<file path="config.mk">
export PLATFORM = sky130hd
export DESIGN_NAME = shiftreg_seq_ctrl
export DESIGN_NICKNAME = d
export VERILOG_FILES = /design/src/rtl/shiftreg_ctrl_pkg.sv /design/src/rtl/shiftreg_occ_cnt.sv /design/src/rtl/shiftreg_seq_ctrl.sv
export SDC_FILE = /design/constraint.sdc
export NUM_CORES = 1
export LEC_CHECK = 0
export BUFFER_PORTS_ARGS = -buffer_cell sky130_fd_sc_hd__buf_2
export CORE_AREA = 2 2 82 65
export DETAILED_ROUTE_END_ITERATION = 10
export DIE_AREA = 0 0 84 67
export GPL_TIMING_DRIVEN = 0
export PLACE_DENSITY = 0.77
export SYNTH_ARGS = -nofsm -noshare
export SYNTH_HDL_FRONTEND = slang
export SYNTH_SLANG_ARGS = --single-unit
export TNS_END_PERCENT = 100
</file>
<file path="constraint.sdc">
create_clock -name clk -period 3.9 [get_ports clk]
set_input_delay 0.39 -clock clk [delete_from_list [all_inputs] [get_ports clk]]
set_output_delay 0.39 -clock clk [all_outputs]
set_load 0.02 [all_outputs]
</file>
<file path="src/rtl/shiftreg_ctrl_pkg.sv">
// Shared definitions for the shift-register sequencing controller.
// State encoding and default geometry of the controlled delay chain.
package shiftreg_ctrl_pkg;

    typedef enum logic [1:0] {
        FILL  = 2'd0,
        RUN   = 2'd1,
        ALIGN = 2'd2,
        DRAIN = 2'd3
    } state_t;

    localparam int DEF_DEPTH = 2000;
    localparam int DEF_W     = 8;

endpackage

</file>
<file path="src/rtl/shiftreg_occ_cnt.sv">
// Up/down/load occupancy counter with decode flags.
// Load wins over inc/dec; simultaneous inc and dec cancel.
module shiftreg_occ_cnt #(
    parameter int CW  = 12,
    parameter int MAX = 2000
) (
    input  logic          clk,
    input  logic          rst_n,
    input  logic          inc,
    input  logic          dec,
    input  logic          load,
    input  logic [CW-1:0] load_val,
    output logic [CW-1:0] count,
    output logic          is_zero,
    output logic          is_one,
    output logic          is_full_m1
);

    always_ff @(posedge clk) begin
        if (!rst_n) begin
            count <= '0;
        end else if (load) begin
            count <= load_val;
        end else if (inc && !dec) begin
            count <= count + CW'(1);
        end else if (dec && !inc) begin
            count <= count - CW'(1);
        end
    end

    assign is_zero    = (count == '0);
    assign is_one     = (count == CW'(1));
    assign is_full_m1 = (count == CW'(MAX - 1));

endmodule

</file>
<file path="src/rtl/shiftreg_seq_ctrl.sv">
// Sequencing controller turning a deep shift chain into a valid/ready stream.
// Tracks chain occupancy and drains it on flush by shifting in zero padding.
module shiftreg_seq_ctrl
    import shiftreg_ctrl_pkg::*;
#(
    parameter int DEPTH = DEF_DEPTH,
    parameter int W     = DEF_W,
    parameter int CW    = $clog2(DEPTH + 1)
) (
    input  logic          clk,
    input  logic          rst_n,
    input  logic          in_valid,
    output logic          in_ready,
    input  logic [W-1:0]  in_data,
    input  logic          flush_req,
    output logic          flush_busy,
    output logic          sr_shift_en,
    output logic [W-1:0]  sr_data_in,
    input  logic [W-1:0]  sr_data_out,
    output logic          out_valid,
    input  logic          out_ready,
    output logic [W-1:0]  out_data,
    output logic [CW-1:0] fill_count
);

    state_t        state;
    state_t        state_nxt;

    logic          f_inc;
    logic          f_dec;
    logic          f_zero;
    logic          f_one;
    logic          f_full_m1;

    logic          p_load;
    logic          p_dec;
    logic [CW-1:0] p_val;
    logic [CW-1:0] p_count;
    logic          p_zero;
    logic          p_one;
    logic          p_full_m1;
    logic          unused_pad_flags;

    shiftreg_occ_cnt #(
        .CW  (CW),
        .MAX (DEPTH)
    ) u_fill (
        .clk        (clk),
        .rst_n      (rst_n),
        .inc        (f_inc),
        .dec        (f_dec),
        .load       (1'b0),
        .load_val   ('0),
        .count      (fill_count),
        .is_zero    (f_zero),
        .is_one     (f_one),
        .is_full_m1 (f_full_m1)
    );

    shiftreg_occ_cnt #(
        .CW  (CW),
        .MAX (DEPTH)
    ) u_pad (
        .clk        (clk),
        .rst_n      (rst_n),
        .inc        (1'b0),
        .dec        (p_dec),
        .load       (p_load),
        .load_val   (p_val),
        .count      (p_count),
        .is_zero    (p_zero),
        .is_one     (p_one),
        .is_full_m1 (p_full_m1)
    );

    assign unused_pad_flags = &{1'b0, p_zero, p_full_m1, p_count};

    always_ff @(posedge clk) begin
        if (!rst_n) begin
            state <= FILL;
        end else begin
            state <= state_nxt;
        end
    end

    always_comb begin
        state_nxt   = state;
        in_ready    = 1'b0;
        out_valid   = 1'b0;
        sr_shift_en = 1'b0;
        sr_data_in  = '0;
        f_inc       = 1'b0;
        f_dec       = 1'b0;
        p_load      = 1'b0;
        p_dec       = 1'b0;
        p_val       = CW'(DEPTH) - fill_count - CW'(in_valid);
        unique case (state)
            FILL: begin
                in_ready    = 1'b1;
                sr_shift_en = in_valid;
                sr_data_in  = in_data;
                f_inc       = in_valid;
                if (in_valid && f_full_m1) begin
                    state_nxt = RUN;
                end
                // flush acts on the count after this cycle's accept
                if (flush_req) begin
                    if (in_valid && f_full_m1) begin
                        state_nxt = DRAIN;
                    end else if (in_valid || !f_zero) begin
                        state_nxt = ALIGN;
                        p_load    = 1'b1;
                    end
                end
            end
            RUN: begin
                out_valid   = 1'b1;
                in_ready    = out_ready;
                sr_shift_en = in_valid & out_ready;
                sr_data_in  = in_data;
                if (flush_req) begin
                    state_nxt = DRAIN;
                end
            end
            ALIGN: begin
                sr_shift_en = 1'b1;
                p_dec       = 1'b1;
                if (p_one) begin
                    state_nxt = DRAIN;
                end
            end
            DRAIN: begin
                out_valid   = 1'b1;
                sr_shift_en = out_ready;
                f_dec       = out_ready;
                if (out_ready && f_one) begin
                    state_nxt = FILL;
                end
            end
        endcase
    end

    assign flush_busy = (state == ALIGN) || (state == DRAIN);
    assign out_data   = sr_data_out;

endmodule
</file>
==> results.json, run 1 <==
{
  "yosys_warnings": 0,
  "portBuffers": 43,
  "finalSetupViolations": 0,
  "hp-class": "input pin to flip-flop",
  "gp_congestion": 0.860,
  "wl_per_cell_um": 12.6,
  "die_height_um": 67,
  "antenna_found_initial": 0,
  "crit_type": "flip-flop to flip-flop",
  "cp_max_fo": 8,
  "fin_crit_sh": 0.746,
  "yosysSeqAreaShare": 0.229,
  "diodes": 0,
  "num_io_pins": 52,
  "start_kind": "flip-flop",
  "die_area_um2": 5630,
  "fin_skew_ns": 0.00304,
  "detail-route-antenna-nets": 0,
  "end_kind": "flip-flop",
  "cts_buffers": 3,
  "grt_max_degree": 13,
  "htreeDepth": 1,
  "final_net_count": 340,
  "fmax_mhz": 344,
  "max_slew_margin": 0.505,
  "cts_max_path_buffers": 2,
  "syn_nets": 292,
  "drive_gt1_frac": 0.233,
  "ys_seq_elements": 24,
  "drt-initial-drc-count": 110,
  "tightest_slew_ns": 0.732,
  "grt_use_total": 0.163,
  "dp_hpwl_um": 3620,
  "p_leak_nw": 1.20,
  "avgSynthCellArea_um2": 8.51,
  "placed_area_um2": 2380,
  "initial_core_util": 0.440,
  "slew_violations": 0,
  "setup_ws_ns": 0.990,
  "grt-ovfl-total": 0,
  "rows": 22,
  "clkLatencyLatePin_ns": 0.26,
  "syn_to_final_growth_pct": 15.8,
  "arrival_ns": 3.07,
  "vias": 1821,
  "power_density_nw_per_um2": 750,
  "syn_inst": 246,
  "ctsHoldBuffers": 0,
  "vias_per_cell": 5.17,
  "synth_cell_types": 48,
  "drt_first_pass_iters": 4,
  "tritoncts": "done",
  "fin_area_um2": 2430,
  "fp.dieW_um": 84,
  "clkSlewWorstSetupHoldPaths_ns": 0.08,
  "ir_drop_uv": 380,
  "finalSetupTns_ns": 0,
  "cap_violations": 0,
  "status": "finished, final reports clean",
  "cts_post_setup_buffers_inserted": 0,
  "synth_area_um2": 2090,
  "synth_edf_count": 0,
  "grt_pass1_vias": 1555,
  "cts_resized": 0,
  "coreArea_um2": 4760,
  "cts.sinks": 24,
  "period_minus_slack_ns": 2.91,
  "cts_root_buffer": "clkbuf_8",
  "rsz0062_at_grt": "no",
  "grt_pass1_wl_um": 7330,
  "synth-async-reset-ratio": 0,
  "final_hold_viol_count": 0,
  "ys.flop_type": "dfxtp_1",
  "post-place-ws_ns": 1.03,
  "drt-total-wl_um": 4450,
  "drc_errors": 0,
  "cp.required_ns": 4.06
}
-- power by group --
group          internal [W]  total, W  switching (W)
combinational      0.000558   0.00121       0.000655
clock             0.0000690  0.000144      0.0000750
sequential         0.000341  0.000463       0.000122
-- final timing paths --
check | to | cells after the start | from | slack (ns)
worst min register to register | state[1] | 1 | state[1] | 0.57
worst max register to register | u_fill.count[9] | 10 | state[0] | 0.99
worst min-delay path | u_pad.count[0] | 2 | rst_n | 0.42
worst max-delay path | u_fill.count[9] | 10 | state[0] | 0.99
-- kinds of logic after synthesis --
logic type / synth area share
mux: 0.0197
fa+ha+maj: 0.149
xor+xnor: 0.117
flops: 0.229
buf+inv: 0.100
compound gates: 0.155
simple gates: 0.229
-- cell usage in the layout, fill, tap and decap left out, types with 4 or more instances in the layout --
| master | instances |
|---|---|
| o211a_1 | 7 |
| clkbuf_1 | 5 |
| dfxtp_1 | 24 |
| or4_1 | 4 |
| nor2b_1 | 12 |
| xor2_1 | 11 |
| inv_1 | 17 |
| nand4_1 | 4 |
| ha_1 | 25 |
| buf_2 | 46 |
| buf_4 | 8 |
| xnor2_1 | 17 |
| a21oi_1 | 11 |
| nand2_1 | 18 |
| nor2_1 | 8 |
| o21ai_0 | 8 |
| and2_1 | 12 |
-- metal layers --
layer / share of wire / vias up / routed length, µm / track usage
li1: - / 935 / - / -
met1: 0.51 / 827 / 2270 / 0.239
met2: 0.41 / 56 / 1840 / 0.251
met3: 0.074 / 3 / 329 / 0.0359
met4: 0.0025 / 0 / 11 / 0.0181
met5: 0 / - / 0 / 0
-- cells in the mapped netlist, types with 3 or more instances --
| master | count | area (µm²) |
|---|---|---|
| ha_1 | 25 | 313 |
| dfxtp_1 | 24 | 480 |
| nand2_1 | 18 | 67.6 |
| inv_1 | 17 | 63.8 |
| xnor2_1 | 17 | 149 |
| and2_1 | 12 | 75.1 |
| nor2b_1 | 12 | 75.1 |
| a21oi_1 | 11 | 55.1 |
| xor2_1 | 11 | 96.3 |
| buf_4 | 8 | 60.1 |
| nor2_1 | 8 | 30.0 |
| o21ai_0 | 8 | 40.0 |
| o211a_1 | 7 | 70.1 |
| clkbuf_1 | 5 | 18.8 |
| nand4_1 | 4 | 25.0 |
| or4_1 | 4 | 30.0 |
| and3_1 | 3 | 18.8 |
| buf_2 | 3 | 15.0 |
| mux2i_1 | 3 | 30.0 |
| nand3_1 | 3 | 15.0 |
| o21a_1 | 3 | 22.5 |
| o31ai_1 | 3 | 22.5 |
| or2_2 | 3 | 18.8 |
-- layout make-up --
class / count / area (µm²)
timing repair buffer: 43 / 215
buffer: 20 / 146
clock buffer: 3 / 41.3
tap: 60 / 75.1
sequential: 24 / 480
multi-input combinational: 185 / 1400
inverter: 17 / 63.8
fill: 467 / 2340
-- registers in the layout, summed over array words and instances, names as in the netlist --
register,flops
state,2
u_fill.count,11
u_pad.count,11
-- stage by stage --
stage / total power, W / util / std cells / hold WS [ns]
floorplan: 0.00139 / - / 246 / 0.518
global placement: 0.00165 / 0.501 / 349 / 0.546
detailed placement: 0.00168 / 0.501 / 349 / 0.553
CTS: 0.00183 / 0.509 / 352 / 0.416
global route: 0.00199 / 0.509 / 352 / 0.423
finish: 0.00182 / 0.509 / 352 / 0.421
-- critical path, stage by stage, from the launching register on --
cell and delay [ns]:
dfxtp_1 0.41, inv_1 0.09, ha_1 0.28, and2_1 0.19, ha_1 0.19, clkbuf_1 0.18
or4_1 0.49, a221oi_1 0.46, o21ai_0 0.20, xnor2_1 0.17, and2_1 0.16
No activity file was read; power rests on OpenSTA's default activity.
==> run 2, diff against run 1 <==
--- a/config.mk
+++ b/config.mk
@@ -5,10 +5,11 @@
 export SDC_FILE = /design/constraint.sdc
 export NUM_CORES = 1
 export LEC_CHECK = 0
+export ABC_AREA = 1
 export BUFFER_PORTS_ARGS = -buffer_cell sky130_fd_sc_hd__buf_2
-export CORE_AREA = 2 2 82 65
+export CORE_AREA = 2 2 88 69
 export DETAILED_ROUTE_END_ITERATION = 10
-export DIE_AREA = 0 0 84 67
+export DIE_AREA = 0 0 90 71
 export GPL_TIMING_DRIVEN = 0
 export PLACE_DENSITY = 0.77
 export SYNTH_ARGS = -nofsm -noshare
==> constraint.sdc (replaced) <==
create_clock -name clk -period 3.04 [get_ports clk]
set_input_delay 0.304 -clock clk [delete_from_list [all_inputs] [get_ports clk]]
set_output_delay 0.304 -clock clk [all_outputs]
set_load 0.02 [all_outputs]
==> run 2 against run 1 <==
Highest routed layer unchanged. Critical path depth increased by 6. Final cell count up 49%. Largest cell class unchanged. Setup slack worse by 0.34 ns. Core utilization is 0.61 points lower. Worst hold slack worse by 0.071 ns. Non-clock buffer count shrank 4. Clock skew rose by 0.0047 ns. Clock power grew 110%.
==> results.json, run 2 <==
{
  "synthTopCellsByCount": "nand2_1 (103), inv_1 (64), nor2_1 (49)",
  "dp_cells": 520,
  "hold_depth": 3,
  "grt-ovfl-total": 0,
  "cap_violations": 0,
  "htreeDepth": 1,
  "synth_area_um2": 2430,
  "finalSetupViolations": 0,
  "slew_violations": 0,
  "cts_resized": 0,
  "cpMaxStageDelayCell": "dfxtp_1",
  "syn_nets": 446,
  "yosysSeqAreaShare": 0.198,
  "crit_type": "flip-flop to flip-flop",
  "synthAdderAreaFrac": 0.129,
  "dp_hpwl_um": 4880,
  "synth_cell_types": 31,
  "detail-route-antenna-nets": 0,
  "die_height_um": 71,
  "gp_congestion": 0.909,
  "arrival_ns": 2.58,
  "hp-class": "input pin to flip-flop",
  "final_net_count": 493,
  "initial_core_util": 0.435,
  "comb_power_share": 0.706,
  "num_io_pins": 52,
  "ys_seq_elements": 24,
  "regArea_um2": 480,
  "fill_cells": 603,
  "power_w": 0.00305,
  "critPathMaxStageDelay_ns": 0.40,
  "clkSlewWorstSetupHoldPaths_ns": 0.10,
  "grt_pass1_wl_um": 10400,
  "synth_top_family_by_area": "simple AND/OR/NAND/NOR gates",
  "yosysTopAreaCell": "dfxtp_1",
  "clkLatencyLatePin_ns": 0.28,
  "vias": 2545,
  "rr_worst_depth": 16,
  "fp.dieW_um": 90,
  "cts_max_path_buffers": 2,
  "syn_to_final_growth_pct": 15.6,
  "fin_skew_ns": 0.00778,
  "grt.busiest_layer": "met2",
  "end_kind": "flip-flop",
  "synth_compound_area_frac": 0.103,
  "portBuffers": 42,
  "yosys_warnings": 0,
  "reg_top3": "u_fill.count: 11 flops, u_pad.count: 11 flops, state: 2 flops",
  "yosysMostFrequentCell": "nand2_1",
  "grt_use_met1": 0.290,
  "pwr-share-clk": 0.098,
  "start_kind": "flip-flop",
  "path_buf_inv": 7,
  "synth_mux_area_frac": 0,
  "die_area_um2": 6390,
  "grt_use_total": 0.196,
  "grtUsageMet3": 0.0330,
  "cp_max_fo": 10,
  "grt_max_degree": 15,
  "synth_xor_xnor_area_share": 0.0252,
  "critical_path.top_delay_family": "buffers and inverters",
  "rows": 24,
  "tritoncts": "done",
  "period_minus_slack_ns": 2.39,
  "power_density_nw_per_um2": 1090,
  "cts_buffers": 3,
  "cts.sinks": 24,
  "drive_gt1_frac": 0.182,
  "coreArea_um2": 5590,
  "synth_edf_count": 0,
  "tightest_slew_ns": 0.498,
  "final_cell_mix": "nand2_1 (103), inv_1 (64), nor2_1 (49)",
  "synth_area_leaders": "dfxtp_1 (20%), nand2_1 (16%), ha_1 (13%)",
  "instances_no_fill": 524,
  "status": "finished, final reports clean",
  "fin_crit_sh": 0.786,
  "synth_top_area_frac": 0.198,
  "avgSynthCellArea_um2": 6.08,
  "drt-total-wl_um": 6160,
  "ctsHoldBuffers": 0,
  "synth-simple-area-share": 0.392,
  "cts_post_setup_buffers_inserted": 0,
  "ys.flop_type": "dfxtp_1",
  "syn_inst": 400,
  "vias_per_cell": 4.86,
  "power.internal_w": 0.00140,
  "hold_ws_ns": 0.350,
  "final_hold_viol_count": 0,
  "fmax_mhz": 418,
  "wl_per_cell_um": 11.8,
  "drc_errors": 0,
  "antenna_found_initial": 0,
  "drt-initial-drc-count": 223,
  "rsz0062_at_grt": "no",
  "power_switching_w": 0.00166,
  "max_slew_margin": 0.668,
  "power_frac_seq": 0.196,
  "finalSetupTns_ns": 0,
  "worstPathCellList": "inv_1 > ha_1 > buf_4 > nand2_1 > inv_1 > ha_1 > buf_4 > inv_2 > buf_4 > a21oi_1 > nor2_1 > inv_1 > a21oi_2 > nand4_1 > nand2_1 > nor2_1",
  "final_core_util": 0.503,
  "grt_pass1_vias": 2188,
  "synth-async-reset-ratio": 0,
  "swShare": 0.542,
  "p_leak_nw": 1.56,
  "grt_util_met2": 0.306,
  "multi_input_area_um2": 1580,
  "drt_first_pass_iters": 4,
  "cp.required_ns": 3.23,
  "crit_cells": 16,
  "final_common_cell": "nand2_1",
  "cts_root_buffer": "clkbuf_8",
  "diodes": 0,
  "ir_drop_uv": 382
}
## run 2: final cells by class
| class | count | area share |
|---|---|---|
| Buffer | 17 | 0.0441 |
| Timing Repair Buffer | 42 | 0.0748 |
| Clock inverter | 1 | 0.0107 |
| Sequential cell | 24 | 0.171 |
| Multi-Input combinational cell | 293 | 0.562 |
| Tap cell | 78 | 0.0347 |
| Inverter | 66 | 0.0881 |
| Clock buffer | 3 | 0.0147 |
## run 2: logic make-up (layout without fill, tap and decap cells)
kind of cell,Yosys count,count (layout)
AOI/OAI and AO/OA,46,46
xor gates and xnor gates,7,7
adders and majority gates,25,25
buffers and inverters,83,129
DFF,24,24
and+or+nand+nor,215,215
## run 2: power groups by stage
stage	clock (W)	combinational [W]	sequential, W
after floorplan	0	0.00162	0.000624
after global placement	0	0.00208	0.000596
after detailed placement	0	0.00213	0.000603
after CTS	0.000305	0.00214	0.000597
after global routing	0.000316	0.00244	0.000622
final	0.000299	0.00216	0.000598
## run 2: metal layers
layer	vias up	wire length, µm	share of wire
li1	1333	-	-
met1	1136	3090	0.50
met2	72	2650	0.43
met3	4	373	0.061
met4	0	38	0.0062
met5	-	0	0
## run 2: per-stage QoR
step / area [µm²] / worst slack (ns)
CTS: 2810 / 0.665
finish: 2810 / 0.650
floorplan: 2430 / 0.986
detailed placement: 2740 / 0.672
global placement: 2740 / 0.721
global route: 2810 / 0.387
## run 2: worst register-to-register path, delay by kind of cell, from the launching register on
kind                       cells  cell delay (ns)
AOI/OAI and AO/OA              2             0.26
DFF                            1             0.40
adders and majority gates      2             0.38
and+or+nand+nor                5             0.45
buffers and inverters          7             0.80
## run 2: path summary, 6_finish.rpt
kind                                         end           start  slack (ns)
worst max-delay path            u_fill.count[10]        state[1]        0.65
worst min-delay path             u_fill.count[9]           rst_n        0.35
worst max register to register  u_fill.count[10]        state[1]        0.65
worst min register to register    u_pad.count[1]  u_pad.count[1]        0.52
==> run 3, diff against run 2 <==
==> constraint.sdc (replaced) <==
create_clock -name clk -period 2.2 [get_ports clk]
set_input_delay 0.22 -clock clk [delete_from_list [all_inputs] [get_ports clk]]
set_output_delay 0.22 -clock clk [all_outputs]
set_load 0.02 [all_outputs]
==> run 3 against run 2 <==
Routed wire length increased by 0.86%. Non-clock buffer count up 5. Final area rose by 2.8%. Total power up 43%. Worst hold slack got worse by 0.089 ns. Global-route usage is 0.23 points higher. Combinational power up 44%. Core utilization grew 1.4 points. Die area did not move. Largest power group unchanged.
==> results.json, run 3 (synthesis results as in run 2) <==
{
  "cpMaxStageDelayCell": "dfxtp_2",
  "end_kind": "flip-flop",
  "ir_drop_uv": 528,
  "cts.sinks": 24,
  "fin_crit_sh": 0.913,
  "grt_pass1_vias": 2222,
  "initial_core_util": 0.435,
  "drt-total-wl_um": 6210,
  "p_leak_nw": 1.59,
  "antenna_found_initial": 0,
  "rsz0062_at_grt": "no",
  "tritoncts": "done",
  "r2r_start": "state[0]",
  "finalSetupViolations": 0,
  "final_net_count": 498,
  "final_hold_viol_count": 0,
  "drive_gt1_frac": 0.211,
  "clkSlewWorstSetupHoldPaths_ns": 0.10,
  "cts_root_buffer": "clkbuf_8",
  "diodes": 0,
  "drt_first_pass_iters": 4,
  "period_minus_slack_ns": 2.01,
  "rows": 24,
  "status": "finished, final reports clean",
  "tightest_slew_ns": 0.512,
  "r2r_slack_ns": 0.19,
  "max_slew_margin": 0.659,
  "final_cell_mix": "nand2_1 (103), inv_1 (61), nor2_1 (48)",
  "portBuffers": 42,
  "cts_max_path_buffers": 2,
  "syn_to_final_growth_pct": 18.8,
  "fmax_mhz": 498,
  "power_switching_w": 0.00234,
  "power.internal_w": 0.00203,
  "fin_skew_ns": 0.00710,
  "grt_max_degree": 15,
  "instances_no_fill": 529,
  "grt_use_total": 0.198,
  "final_common_cell": "nand2_1",
  "critPathMaxStageDelay_ns": 0.36,
  "die_height_um": 71,
  "vias_per_cell": 4.85,
  "num_io_pins": 52,
  "cts_buffers": 3,
  "worstPathCellList": "inv_2 > ha_1 > buf_6 > nand2_1 > inv_2 > ha_4 > inv_4 > buf_6 > a21oi_1 > nor2_1 > inv_1 > a21oi_4 > nand4_1 > nand2_1 > nor2_1",
  "cp.required_ns": 2.39,
  "cp_max_fo": 9,
  "ctsHoldBuffers": 0,
  "htreeDepth": 1,
  "hold_depth": 3,
  "power_frac_seq": 0.190,
  "cap_violations": 0,
  "drt-initial-drc-count": 138,
  "start_kind": "flip-flop",
  "coreArea_um2": 5590,
  "grt-ovfl-total": 0,
  "drc_errors": 0,
  "grt_pass1_wl_um": 10500,
  "detail-route-antenna-nets": 0,
  "dp_cells": 520,
  "crit_type": "flip-flop to flip-flop",
  "clkLatencyLatePin_ns": 0.28,
  "wl_per_cell_um": 11.7,
  "die_area_um2": 6390,
  "comb_power_share": 0.715,
  "reg_top3": "u_fill.count: 11 flops, u_pad.count: 11 flops, state: 2 flops",
  "arrival_ns": 2.20,
  "gp_congestion": 0.909,
  "fp.dieW_um": 90,
  "power_density_nw_per_um2": 1510,
  "rr_worst_depth": 15,
  "dp_hpwl_um": 4880,
  "vias": 2564,
  "pwr-share-clk": 0.095,
  "hold_start": "rst_n",
  "r2r-end": "u_fill.count[10]",
  "hp-class": "input pin to flip-flop",
  "hold_ws_ns": 0.261,
  "fin_area_um2": 2890,
  "swShare": 0.535,
  "whs_endpoint": "state[0]",
  "slew_violations": 0,
  "placed_area_um2": 2740
}
run 3: cell count changes in the layout (fill, tap and decap cells not counted), sizes merged:
cell	before	now
buf	58	63
run 3: worst max-delay path, delay by kind of cell (launching register included):
kind / cells / cell delay, ns
buf+inv: 6 / 0.52
compound gates: 2 / 0.21
flops: 1 / 0.36
simple gates: 5 / 0.44
fa+ha+maj: 2 / 0.39
run 3: metrics by stage:
stage          setup TNS [ns]   util  power (W)  worst slack, ns
3_3_place_gp           -0.330  0.491    0.00369           -0.119
6_report                    0  0.517    0.00437            0.191
2_1_floorplan               0      -    0.00309            0.146
3_5_place_dp           -0.518  0.491    0.00378           -0.168
4_1_cts                     0  0.515    0.00431           0.0345
5_1_grt                     0  0.517    0.00481           0.0198
run 3: worst max path at each step:
stage	start	end	slack, ns	depth (start not counted)
after floorplan	state[1]	u_fill.count[10]	0.15	16
after global placement	state[1]	u_fill.count[10]	-0.12	16
after detailed placement	state[1]	u_fill.count[10]	-0.17	16
after CTS	state[0]	u_fill.count[10]	0.03	16
after global routing	u_fill.count[5]	u_pad.count[10]	0.02	12
final	state[0]	u_fill.count[10]	0.19	15
run 3: per-layer routing:
metal  vias up  wire length [µm]  track usage
met5         -                 0            0
met4         0                38       0.0325
met3         4               333       0.0330
met2        70              2740        0.317
met1      1146              3100        0.288
li1       1344                 -            -
run 3: area by class of cell:
| cell class | count | area [µm²] |
|---|---|---|
| clock inverter | 1 | 30.0 |
| clock buffer | 3 | 41.3 |
| sequential | 24 | 484 |
| tap | 78 | 97.6 |
| buffer | 16 | 124 |
| timing repair buffer | 48 | 255 |
| inverter | 66 | 250 |
| fill | 586 | 2700 |
| multi-input combinational | 293 | 1610 |
run 3: power by group through the flow:
stage / Combinational (W) / Sequential, W / Clock, W
detailed placement: 0.00294 / 0.000833 / 0
CTS: 0.00306 / 0.000825 / 0.000421
global placement: 0.00287 / 0.000823 / 0
finish: 0.00312 / 0.000830 / 0.000415
global route: 0.00351 / 0.000862 / 0.000437
floorplan: 0.00223 / 0.000862 / 0
run 3: repair_timing:
item | CTS | global route
endpoints found under the setup margin | 5 | 9
gates resized for setup | 7 | 8
buffers inserted | 5 | 1
pin swaps | 3 | 5
